File: config.mk
export PLATFORM = sky130hd
export DESIGN_NAME = upe_triplemul_seq
export DESIGN_NICKNAME = d
export VERILOG_FILES = /design/src/rtl/upe_triplemul_seq_pkg.sv /design/src/rtl/upe_triplemul_seq_bit_serializer.sv /design/src/rtl/upe_triplemul_seq.sv
export SDC_FILE = /design/constraint.sdc
export NUM_CORES = 1
export LEC_CHECK = 0
export ABC_AREA = 1
export CAP_MARGIN = 20
export CORE_UTILIZATION = 44
export CTS_CLUSTER_DIAMETER = 150
export DETAILED_ROUTE_END_ITERATION = 8
export GPL_ROUTABILITY_DRIVEN = 1
export PLACE_DENSITY = 0.88
export SYNTH_ARGS = -nofsm -noshare
export SYNTH_HDL_FRONTEND = slang
export SYNTH_SLANG_ARGS = --single-unit
File: constraint.sdc
create_clock -name clk -period 2.7 [get_ports clk]
set_clock_uncertainty 0.1 [all_clocks]
set_input_delay 0.27 -clock clk [delete_from_list [all_inputs] [get_ports clk]]
set_output_delay 0.27 -clock clk [all_outputs]
set_load 0.01 [all_outputs]
File: src/rtl/upe_triplemul_seq_pkg.sv
// Shared types and helpers for the triple-multiplier sequencer.
package upe_triplemul_seq_pkg;

  typedef enum logic [1:0] {
    ST_IDLE     = 2'd0,
    ST_SETTLE   = 2'd1,
    ST_SHIFT    = 2'd2,
    ST_WAIT_ACK = 2'd3
  } state_t;

  localparam int NBITS_DEFAULT = 64;

  // Ceiling log2, never below 1 so a counter always has at least one bit.
  function automatic int clog2_min1(input int value);
    int w;
    w = 0;
    for (int i = 0; i < 32; i++) begin
      if ((64'd1 << w) < 64'(value)) w = w + 1;
    end
    return (w < 1) ? 1 : w;
  endfunction

endpackage

File: src/rtl/upe_triplemul_seq_bit_serializer.sv
// LSB-first serializer: holds each bit of data on led_bit for BIT_PERIOD cycles.
module upe_bit_serializer
  import upe_triplemul_seq_pkg::*;
#(
  parameter int BIT_PERIOD = 1250,
  parameter int NBITS      = NBITS_DEFAULT
) (
  input  logic             clk,
  input  logic             rst_n,
  input  logic             load,
  input  logic [NBITS-1:0] data,
  input  logic             abort,
  output logic             led_bit,
  output logic             done
);

  localparam int PW = clog2_min1(BIT_PERIOD);
  localparam int IW = clog2_min1(NBITS);

  logic [PW-1:0] per_cnt_reg;
  logic [IW-1:0] bit_idx_reg;
  logic          active_reg;
  logic          period_end;
  logic          last_bit;
  logic [IW-1:0] bit_idx_next;

  assign period_end   = (per_cnt_reg == PW'(BIT_PERIOD - 1));
  assign last_bit     = (bit_idx_reg == IW'(NBITS - 1));
  assign bit_idx_next = bit_idx_reg + IW'(1);
  assign done         = active_reg && period_end && last_bit;

  always_ff @(posedge clk or negedge rst_n) begin
    if (!rst_n) begin
      per_cnt_reg <= '0;
      bit_idx_reg <= '0;
      active_reg  <= 1'b0;
      led_bit     <= 1'b0;
    end else if (abort) begin
      per_cnt_reg <= '0;
      bit_idx_reg <= '0;
      active_reg  <= 1'b0;
      led_bit     <= 1'b0;
    end else if (load) begin
      per_cnt_reg <= '0;
      bit_idx_reg <= '0;
      active_reg  <= 1'b1;
      led_bit     <= data[0];
    end else if (active_reg) begin
      if (period_end) begin
        per_cnt_reg <= '0;
        if (last_bit) begin
          bit_idx_reg <= '0;
          active_reg  <= 1'b0;
          led_bit     <= 1'b0;
        end else begin
          bit_idx_reg <= bit_idx_next;
          led_bit     <= data[bit_idx_next];
        end
      end else begin
        per_cnt_reg <= per_cnt_reg + PW'(1);
      end
    end
  end

endmodule

File: src/rtl/upe_triplemul_seq.sv
// Sequencer for the external 16-bit triple multiplier: registers operands, waits out
// the combinational settle time, captures the result and serializes it onto an LED.
module upe_triplemul_seq
  import upe_triplemul_seq_pkg::*;
#(
  parameter int SETTLE_CYCLES = 4,
  parameter int BIT_PERIOD    = 1250,
  parameter int NBITS         = NBITS_DEFAULT,
  parameter int SERIAL_EN     = 1
) (
  input  logic             clk,
  input  logic             rst_n,
  input  logic             in_valid,
  output logic             in_ready,
  input  logic [15:0]      in_a,
  input  logic [15:0]      in_b,
  input  logic [15:0]      in_c,
  input  logic             in_sel,
  input  logic             abort,
  output logic [15:0]      mul_a,
  output logic [15:0]      mul_b,
  output logic [15:0]      mul_c,
  input  logic [NBITS-1:0] mul_out,
  input  logic [NBITS-1:0] mul_probe,
  output logic             res_valid,
  input  logic             res_ready,
  output logic [NBITS-1:0] res_data,
  output logic             led_bit,
  output logic             busy
);

  localparam int SW = clog2_min1(SETTLE_CYCLES + 1);

  state_t          state_reg;
  logic [SW-1:0]   settle_cnt_reg;
  logic            sel_reg;
  logic            accept;
  logic            capture;
  logic            ser_load;
  logic            ser_done;
  logic [NBITS-1:0] cap_data;
  logic [NBITS-1:0] ser_data;

  assign in_ready = (state_reg == ST_IDLE) && !abort;
  assign accept   = in_valid && in_ready;
  assign capture  = (state_reg == ST_SETTLE) && (settle_cnt_reg == '0) && !abort;
  assign cap_data = sel_reg ? mul_probe : mul_out;
  assign ser_load = capture && (SERIAL_EN != 0);
  // On the capture edge res_data is not yet written, so feed the serializer the live value.
  assign ser_data = capture ? cap_data : res_data;

  upe_bit_serializer #(
    .BIT_PERIOD (BIT_PERIOD),
    .NBITS      (NBITS)
  ) u_serializer (
    .clk     (clk),
    .rst_n   (rst_n),
    .load    (ser_load),
    .data    (ser_data),
    .abort   (abort),
    .led_bit (led_bit),
    .done    (ser_done)
  );

  always_ff @(posedge clk or negedge rst_n) begin
    if (!rst_n) begin
      state_reg      <= ST_IDLE;
      settle_cnt_reg <= '0;
      sel_reg        <= 1'b0;
      mul_a          <= '0;
      mul_b          <= '0;
      mul_c          <= '0;
      res_data       <= '0;
      res_valid      <= 1'b0;
      busy           <= 1'b0;
    end else if (abort) begin
      state_reg      <= ST_IDLE;
      settle_cnt_reg <= '0;
      res_valid      <= 1'b0;
      busy           <= 1'b0;
    end else begin
      // Consumer handshake is honoured in every state; a capture below overrides it.
      if (res_valid && res_ready) res_valid <= 1'b0;
      case (state_reg)
        ST_IDLE: begin
          if (accept) begin
            mul_a          <= in_a;
            mul_b          <= in_b;
            mul_c          <= in_c;
            sel_reg        <= in_sel;
            settle_cnt_reg <= SW'(SETTLE_CYCLES - 1);
            state_reg      <= ST_SETTLE;
            busy           <= 1'b1;
          end
        end
        ST_SETTLE: begin
          if (settle_cnt_reg == '0) begin
            res_data  <= cap_data;
            res_valid <= 1'b1;
            state_reg <= (SERIAL_EN != 0) ? ST_SHIFT : ST_WAIT_ACK;
          end else begin
            settle_cnt_reg <= settle_cnt_reg - SW'(1);
          end
        end
        ST_SHIFT: begin
          if (ser_done) begin
            state_reg <= res_valid ? ST_WAIT_ACK : ST_IDLE;
            busy      <= res_valid;
          end
        end
        ST_WAIT_ACK: begin
          if (!res_valid || res_ready) begin
            state_reg <= ST_IDLE;
            busy      <= 1'b0;
          end
        end
        default: begin
          state_reg <= ST_IDLE;
          busy      <= 1'b0;
        end
      endcase
    end
  end

endmodule

==> reports/metrics.cfg, run 1 <==
[die]
ioPinCount = 298
dieArea_um2 = 17190
row_count = 46
die_x_um = 131.1
core_um2 = 16060
start_util = 0.4568
die_y_um = 131.1

[drt]
first_pass_iters = 5
wirelength_mm = 23.75
drtIter0Drc = 499
route.vias.total = 7270
ant_nets = 0
wire_per_inst_um = 16.55
via_per_inst = 5.066
drc = 0

[clock_network]
htree_levels = 4
cts_tree = done
clock_sinks = 139
cts.path.max_buffers = 2
post-cts-setup-buffer-count = 0
cts-root-buf = clkbuf_16
clk_latency_ns = 0.42
path_clk_slew_ns = 0.06
cts_made_buffers = 17

[timing]
fin_crit_sh = 0.9281
worst_slew_pin_slew_ns = 0.6129
hold_violations = 0
setup_viol = 0
relSlewSlack = 0.5889
fin_ws_ns = 0.1941
max_freq_mhz = 399.1
min_period_ns = 2.506
slew_viol_final = 0

[synthesis]
synth_area_um2 = 7335
avgSynthCellArea_um2 = 8.016
synth_xor_area_frac = 0.003582
synth_top_family_by_area = simple AND/OR/NAND/NOR gates
yosys.area_share.simple = 0.2566
ys_seq_elements = 139
synthAdderAreaFrac = 0.008530
synth_largest_area_cell = dfrtp_1
synth-compound-area-share = 0.08035
synthMuxAreaShare = 0.07523
syn_nets = 1102
ys_seq_area_frac = 0.4742
synth_warnings = 0
synth_top_area_frac = 0.4742
syn_inst = 915
post_synth_num_cell_types = 32
synth.area.top_cells = dfrtp_1 (47%), nand2_1 (12%), mux2_2 (7.5%)

[run_status]
status = completed

[worst_setup_path]
reg2regPathDepth = 17
critPathArrivalTime_ns = 2.72
required_ns = 2.91
crit_path_start_kind = flop
cp-startpoint = settle_cnt_reg[0]
critical_path.endpoint = u_serializer.led_bit
critPathCaptureType = flop
r2r_setup_slack_ns = 0.19
path_max_fanout = 23
r2r_end = u_serializer.led_bit
reg2reg_from = settle_cnt_reg[0]
path_class = flop to flop

[placement]
portBuffers = 297
dpl.hpwl_mm = 17.67
preCtsSetupSlack_ns = 0.2414
dp_cells = 1401
postPlaceCellArea_um2 = 10580
gp_congestion = 0.9047

[global_routing]
grt_first_pass_wirelength_mm = 37.76
grt_antenna_before_repair = 0
grt_pass1_vias = 7531
track_usage = 0.2800
gr-total-overflow = 0
grt_max_degree = 73

[pwr]
p_leak_nw = 5.212
p_sw_frac = 0.3816
internal_power_mw = 7.405
p_seq_frac = 0.296
clkPwrFrac = 0.197
p_per_area_nw_per_um2 = 1067
ir_drop_uv = 732.1
combPwrFrac = 0.507
switchingPower_mw = 4.570
total_power_mw = 11.98

[run]
maxCapViolCount = 0

[hold_path]
hold_class = input port to asynchronous set/reset pin

[layout]
largest_reg_flops = 64
fillCellCount = 1182
finalCoreUtilization = 0.6988
top_register = res_data
fin_area_um2 = 11220
final_nets = 1393
stdcell_count = 1435
diodes = 0
drive_above_1_share = 0.08860
syn2layout_area_growth_pct = 53.00

cell usage after synthesis (all sizes together):
cell type	count
or2	1
a21oi	9
nand2	232
and2	39
xor2	3
inv	140
nand3b	2
o21ai	98
nor4	2
nor2	22
o31ai	1
and3	1
nand4	4
mux2	49
nand3	111
nor3	6
o22ai	6
buf	32
clkbuf	11
ha	5
dfrtp	139
o221ai	1
clkinv	1
per-layer routing:
layer	track usage	vias to the layer above	routed length [µm]
li1	-	3499	-
met1	0.3237	3366	9265
met2	0.4867	340	11690
met3	0.07099	65	1894
met4	0.1261	0	894
met5	0	-	0
through the flow:
step           hold slack, ns  setup TNS [ns]
2_1_floorplan         -0.1256               0
3_3_place_gp           0.1840               0
3_5_place_dp           0.1923               0
4_1_cts                0.3274               0
5_1_grt                0.3551        -0.02011
6_report               0.3000               0
power by group through the flow:
stage	clock (mW)	sequential (mW)	combinational [mW]
6_report	2.36	3.54	6.07
5_1_grt	2.48	3.66	6.57
4_1_cts	2.39	3.54	6.04
3_5_place_dp	0	3.56	5.97
3_3_place_gp	0	3.50	5.86
2_1_floorplan	0	3.80	2.77
cell usage in the layout, fill, tap and decap left out, drive strengths merged, types with 2 or more instances in the layout:
cell,n
o22ai,6
xor2,3
nand3,111
nor3,6
clkdlybuf4s50,296
clkbuf,24
mux2,49
clkinvlp,3
nand2,232
clkinv,3
and2,39
bufinv,2
nor2,22
ha,5
buf,17
o21ai,98
inv,142
nand4,4
nor4,2
a21oi,9
dfrtp,139
nand3b,2
how the worst min path moves through the flow:
stage           endpoint  slack [ns]  depth (start not counted)     start
6_report       mul_c[12]        0.30                          2     rst_n
5_1_grt        mul_c[12]        0.36                          2  in_c[12]
4_1_cts        mul_a[13]        0.33                          2     rst_n
3_5_place_dp    mul_a[0]        0.19                          1     rst_n
3_3_place_gp    mul_a[3]        0.18                          1     rst_n
2_1_floorplan       busy       -0.13                          0     rst_n
cells by family after synthesis:
logic type | after synthesis
simple gates | 420
buf+inv | 184
flops | 139
compound gates | 115
mux | 49
fa+ha+maj | 5
xor+xnor | 3
timing repair:
| action | 4_1_cts | 5_1_grt |
|---|---|---|
| hold endpoints to repair | 56 | 0 |
| hold buffers | 1 | 0 |
| gates resized for setup | 0 | 2 |
| endpoints found under the setup margin | 0 | 2 |
final cells by class:
cell class | count | area (µm²) | share of cell area
clock buffers | 23 | 488.0 | 0.04348
clock inverters | 9 | 110.1 | 0.009812
inverters | 141 | 529.3 | 0.04716
multi-input cells | 592 | 3126 | 0.2785
flip-flops and latches | 139 | 3482 | 0.3103
well taps | 216 | 270.3 | 0.02408
repair buffers | 315 | 3217 | 0.2867
critical path: stages, from the launching register on:
cell	delay (ns)
dfrtp_1	0.37
inv_1	0.07
ha_1	0.15
ha_2	0.22
nand3_1	0.15
nor2_4	0.19
buf_12	0.19
nand2_1	0.07
nand3_1	0.17
nand3_1	0.10
nand3_1	0.09
nand3_1	0.12
nand3_1	0.11
nand3b_1	0.08
nand3_1	0.07
nand2_1	0.05
nand2_1	0.05
nand2_1	0.04
(Power assumes the default switching activity.)
==> run 2: changes to the inputs <==
- ABC_CLOCK_PERIOD_IN_PS: not set -> 2700
- CORE_MARGIN: not set -> 3
==> run 2 against run 1 <==
  * Utilization barely moved
  * Cell count is 0.21% higher
  * Maximum frequency shrank 1.3%
  * Flip-flop and latch count is the same
  * Via count down 0.91%
  * Setup slack worse by 0.033 ns
  * Combinational power rose by 0.8%
==> reports/metrics.cfg, run 2 (same netlist as run 1, synthesis figures left out) <==
[clock_network]
htree_levels = 4  ; unchanged
cts-root-buf = clkbuf_16
path_clk_slew_ns = 0.06  ; about the same
cts_made_buffers = 17  ; unchanged
cts.path.max_buffers = 2  ; unchanged
cts_tree = done
clk_latency_ns = 0.41  ; about the same
clock_sinks = 139  ; unchanged

[worst_setup_path]
path_max_fanout = 11  ; -52%
crit_family = simple AND/OR/NAND/NOR gates
cp_slowest_stage_delay_ns = 0.38  ; about the same
critPathCaptureType = flop
path_class = flop to flop
crit_chain = inv_1 -> ha_1 -> ha_2 -> nand3_2 -> nor2_4 -> buf_4 -> clkbuf_16 -> nand2_1 -> nand3_1 -> nand3_1 -> nand3_1 -> nand3_1 -> nand3_1 -> nand3b_1 -> nand3_1 -> nand2_1 -> nand2_1 -> nand2_1
crit_path_start_kind = flop
required_ns = 2.91  ; about the same
critPathBufInv = 3  ; +1
slowest_stage = dfrtp_1
cp_common_cell = nand3_1
critPathArrivalTime_ns = 2.75  ; +0.03 ns

[die]
ioPinCount = 298  ; unchanged
dieArea_um2 = 18250  ; +6.2%
row_count = 46  ; unchanged
core_um2 = 16120  ; +0.36%
die_y_um = 135.1  ; +3.1%
die_x_um = 135.1  ; +3.1%
start_util = 0.4551  ; -0.001631

[timing]
relSlewSlack = 0.5520  ; -0.03688
finalSetupTns_ns = 0  ; unchanged
hold_violations = 0  ; unchanged
min_period_ns = 2.539  ; +0.03277 ns
slew_viol_final = 0  ; unchanged
worst_slew_pin_slew_ns = 0.6720  ; +0.05911 ns
fin_crit_sh = 0.9402  ; +0.01214
max_freq_mhz = 393.9  ; -1.3%
setup_viol = 0  ; unchanged

[drt]
first_pass_iters = 5  ; unchanged
wirelength_mm = 24.06  ; +1.3%
wire_per_inst_um = 16.73  ; +1.1%
ant_nets = 0  ; unchanged
via_per_inst = 5.010  ; -1.1%
drc = 0  ; unchanged
drtIter0Drc = 538  ; +7.8%
route.vias.total = 7204  ; -0.91%

[hold_path]
hold_class = input port to asynchronous set/reset pin

[layout]
multi_input_area_um2 = 3136  ; +0.32%
finalCoreUtilization = 0.6992  ; about the same
final_common_cell = clkdlybuf4s50_1
fin_area_um2 = 11270  ; +0.41%
diodes = 0  ; unchanged
largest_reg_flops = 64  ; unchanged
seq_area_um2 = 3482  ; unchanged
fillCellCount = 1232  ; +4.2%
final_nets = 1399  ; +0.43%
final_cell_mix = clkdlybuf4s50_1 (296), nand2_1 (231), dfrtp_1 (138), inv_1 (137), nand3_1 (108)
drive_above_1_share = 0.09247  ; +0.003874
top_register = res_data
syn2layout_area_growth_pct = 53.63

[pwr]
combPwrFrac = 0.510  ; +0.003
total_power_mw = 12.00  ; +0.19%
p_leak_nw = 5.238  ; +0.52%
clkPwrFrac = 0.194  ; -0.003
p_per_area_nw_per_um2 = 1065  ; -0.22%
switchingPower_mw = 4.535  ; -0.78%
ir_drop_uv = 740.0  ; +1.1%
p_seq_frac = 0.296  ; about the same
p_sw_frac = 0.3779  ; -0.003701
internal_power_mw = 7.464  ; +0.79%

[global_routing]
gr-total-overflow = 0  ; unchanged
grt_antenna_before_repair = 0  ; unchanged
grt_first_pass_wirelength_mm = 37.08  ; -1.8%
grt_pass1_vias = 7139  ; -5.2%
grt_max_degree = 70  ; -4.1%
track_usage = 0.2579  ; -0.02212

[placement]
dpl.hpwl_mm = 17.80  ; +0.77%
postPlaceCellArea_um2 = 10580  ; about the same
portBuffers = 297  ; unchanged
gp_congestion = 0.9501  ; +5.0%

[run]
maxCapViolCount = 0  ; unchanged

[run_status]
status = completed

[run 2: cell types whose count changed in the layout (fill, tap and decap cells not counted)]
cell,change
bufinv_16,+1
inv_6,-2
clkbuf_8,-2
buf_4,+5
nand3_2,+2
clkinv_2,+1
buf_12,-1
clkbuf_16,+1
buf_6,+1
nand3_1,-2
clkinvlp_4,-1
[run 2: repair_timing]
| item | CTS | global route |
|---|---|---|
| hold buffers | 1 | 0 |
| gates resized for setup | 0 | 4 |
| buffers inserted | 0 | 2 |
| setup endpoints to repair | 0 | 2 |
| hold endpoints to repair | 63 | 0 |
[run 2: worst paths after layout]
| path | startpoint | to | slack [ns] | cells past startpoint |
|---|---|---|---|---|
| worst max-delay path | settle_cnt_reg[0] | u_serializer.led_bit | 0.16 | 18 |
| worst min-delay path | rst_n | mul_a[5] | 0.31 | 2 |
| worst max register to register | settle_cnt_reg[0] | u_serializer.led_bit | 0.16 | 18 |
| worst min register to register | mul_c[5] | mul_c[5] | 0.40 | 1 |
| max in group asynchronous | rst_n | mul_a[6] | 1.52 | 3 |
| min in group clk | in_b[11] | mul_b[11] | 0.36 | 2 |
[run 2: layout make-up]
cell class,instances,share of cell area
inverters,141,0.04697
clock inverters,8,0.01066
well taps,216,0.02398
multi-input cells,592,0.2783
clock buffers,21,0.04086
flip-flops and latches,139,0.3090
repair buffers,321,0.2903
[run 2: per-layer routing]
layer | GRT usage | up-vias | routed length, µm
met3 | 0.07638 | 45 | 2045
met4 | 0.07223 | 0 | 548
li1 | - | 3509 | -
met1 | 0.3208 | 3322 | 9307
met5 | 0 | - | 0
met2 | 0.4381 | 328 | 12160
[run 2: power by group through the flow]
stage | clock network (mW) | registers, mW | logic (mW)
after floorplan | 0 | 3.80 | 2.77
after global placement | 0 | 3.52 | 5.88
after detailed placement | 0 | 3.56 | 5.99
after CTS | 2.35 | 3.54 | 6.06
after global routing | 2.44 | 3.65 | 6.65
final | 2.33 | 3.55 | 6.12
[run 2: metrics by stage]
stage          cells  hold slack [ns]  worst slack [ns]
4_1_cts         1433           0.3525            0.1755
6_report        1438           0.3053            0.1614
5_1_grt         1438           0.3581          -0.06053
2_1_floorplan    915          -0.1256            0.5285
3_3_place_gp    1403           0.2186            0.2827
3_5_place_dp    1403           0.2265            0.2258
==> run 3: changes to the inputs <==
- CORE_UTILIZATION: 44 -> 43
- PLACE_DENSITY: 0.88 -> 0.86
- SLEW_MARGIN: not set -> 20
==> run 3 against run 2 <==
  * Via count grew 2.4%
  * Global-route usage is 0.084 points higher
  * First-iteration DRC count is 12% lower
  * Routed wire length increased by 3.1%
  * Setup slack lost 0.0052 ns
  * Critical path type unchanged
  * Largest cell class unchanged
  * Largest power group unchanged
==> reports/metrics.cfg, run 3 (same netlist as run 1, synthesis figures left out) <==
[run_status]
status = completed

[clock_network]
cts.path.max_buffers = 2  ; unchanged
cts_made_buffers = 17  ; unchanged
cts-root-buf = clkbuf_16
path_clk_slew_ns = 0.06  ; about the same
htree_levels = 4  ; unchanged
cts_tree = done
clock_sinks = 139  ; unchanged
clk_latency_ns = 0.42  ; about the same

[run]
maxCapViolCount = 0  ; unchanged

[layout]
diodes = 0  ; unchanged
drive_above_1_share = 0.09076  ; -0.001711
syn2layout_area_growth_pct = 54.23
top_register = res_data
multi_input_area_um2 = 3131  ; -0.16%
fillCellCount = 1289  ; +4.6%
largest_reg_flops = 64  ; unchanged
stdcell_count = 1443  ; +0.35%
seq_area_um2 = 3482  ; unchanged
finalCoreUtilization = 0.6797  ; -0.01950
final_nets = 1397  ; -0.14%
final_cell_mix = clkdlybuf4s50_1 (296), nand2_1 (231), dfrtp_1 (138), inv_1 (137), nand3_1 (109)
final_common_cell = clkdlybuf4s50_1

[global_routing]
track_usage = 0.2587  ; +0.0008383
grt_max_degree = 72  ; +2.9%
grt_pass1_vias = 7224  ; +1.2%
grt_first_pass_wirelength_mm = 37.23  ; +0.39%
grt_antenna_before_repair = 0  ; unchanged
gr-total-overflow = 0  ; unchanged

[pwr]
combPwrFrac = 0.514  ; +0.004
p_per_area_nw_per_um2 = 1080  ; +1.4%
clkPwrFrac = 0.200  ; +0.006
switchingPower_mw = 4.668  ; +2.9%
p_seq_frac = 0.286  ; -0.010
p_sw_frac = 0.3823  ; +0.004334
total_power_mw = 12.21  ; +1.8%
p_leak_nw = 5.244  ; +0.10%
internal_power_mw = 7.544  ; +1.1%
ir_drop_uv = 659.5  ; -11%

[worst_setup_path]
slowest_stage = dfrtp_1
required_ns = 2.91  ; about the same
path_max_fanout = 12  ; +1
cp_common_cell = nand3_1
crit_chain = inv_1 -> ha_1 -> ha_2 -> nand3_2 -> nor2_4 -> buf_12 -> buf_12 -> nand2_1 -> nand3_1 -> nand3_1 -> nand3_1 -> nand3_1 -> nand3_1 -> nand3_1 -> nand3_1 -> nand2_1 -> nand2_1 -> nand2_1
critPathArrivalTime_ns = 2.76  ; about the same
cp_slowest_stage_delay_ns = 0.37  ; about the same
path_class = flop to flop
critPathCaptureType = flop
crit_path_start_kind = flop

[timing]
fin_crit_sh = 0.9422  ; +0.001939
setup_viol = 0  ; unchanged
worst_slew_pin_slew_ns = 0.6670  ; -0.005016 ns
max_freq_mhz = 393.1  ; -0.21%
holdWs_ns = 0.3110  ; +0.005717 ns
min_period_ns = 2.544  ; +0.005235 ns
hold_violations = 0  ; unchanged
fin_ws_ns = 0.1561  ; -0.005235 ns
relSlewSlack = 0.5553  ; +0.003344
slew_viol_final = 0  ; unchanged

[placement]
portBuffers = 297  ; unchanged
preCtsSetupSlack_ns = 0.2146  ; -0.01118 ns
dpl.hpwl_mm = 18.23  ; +2.4%
gp_congestion = 0.8791  ; -7.5%
dp_cells = 1405  ; +0.14%

[drt]
first_pass_iters = 5  ; unchanged
wirelength_mm = 24.81  ; +3.1%
drtIter0Drc = 474  ; -12%
wire_per_inst_um = 17.19  ; +2.8%
ant_nets = 0  ; unchanged
drc = 0  ; unchanged
via_per_inst = 5.111  ; +2.0%
route.vias.total = 7375  ; +2.4%

[die]
dieArea_um2 = 18660  ; +2.2%
row_count = 47  ; +2.2%
core_um2 = 16640  ; +3.3%
die_y_um = 136.6  ; +1.1%
ioPinCount = 298  ; unchanged
start_util = 0.4407  ; -0.01441
die_x_um = 136.6  ; +1.1%

[hold_path]
hold_class = input port to asynchronous set/reset pin

==> run 3: worst max-delay path, delay by kind of cell, from the launching register on <==
kind | cells | cell delay (ns)
flip-flops | 1 | 0.37
buffers and inverters | 3 | 0.36
adder cells (fa/ha/maj) | 2 | 0.38
AND/OR/NAND/NOR | 13 | 1.21
==> run 3: routing by layer <==
layer / global-route usage / up-vias / routed length (µm)
li1: - / 3508 / -
met1: 0.3128 / 3408 / 9280
met2: 0.4370 / 397 / 12170
met3: 0.08162 / 62 / 2530
met4: 0.08791 / 0 / 830
met5: 0 / - / 0
==> run 3: final cells by class <==
class	instances	share of cell area
clock buffers	21	0.03893
multi-input cells	592	0.2767
flip-flops and latches	139	0.3078
inverters	141	0.04679
well taps	220	0.02433
clock inverters	11	0.01504
repair buffers	319	0.2903
==> run 3: path summary, 6_finish.rpt <==
kind                                       from              endpoint  slack, ns  cells after the start
max                           settle_cnt_reg[0]  u_serializer.led_bit       0.16                     18
min                                       rst_n              mul_a[8]       0.31                      2
max reg2reg                   settle_cnt_reg[0]  u_serializer.led_bit       0.16                     18
min reg2reg                u_serializer.led_bit  u_serializer.led_bit       0.40                      2
max in group asynchronous                 rst_n           res_data[6]       1.40                      3
min in group clk                       in_a[12]             mul_a[12]       0.36                      2
==> run 3: metrics by stage <==
| stage | area (µm²) | setup TNS (ns) |
|---|---|---|
| 2_1_floorplan | 7335 | 0 |
| 3_3_place_gp | 10580 | 0 |
| 3_5_place_dp | 10580 | 0 |
| 4_1_cts | 11200 | 0 |
| 5_1_grt | 11310 | -0.03302 |
| 6_report | 11310 | 0 |
==> run 3: power groups by stage <==
| stage | sequential [mW] | clock (mW) | combinational, mW |
|---|---|---|---|
| global placement | 3.46 | 0 | 6.03 |
| global route | 3.60 | 2.56 | 6.81 |
| floorplan | 3.80 | 0 | 2.77 |
| detailed placement | 3.51 | 0 | 6.13 |
| CTS | 3.49 | 2.46 | 6.19 |
| finish | 3.49 | 2.44 | 6.28 |
==> run 3: timing repair <==
action	4_1_cts	5_1_grt
resized for setup	0	3
setup endpoints to repair	0	2
hold endpoints to repair	69	0
buffers inserted	0	1
hold buffers	1	0
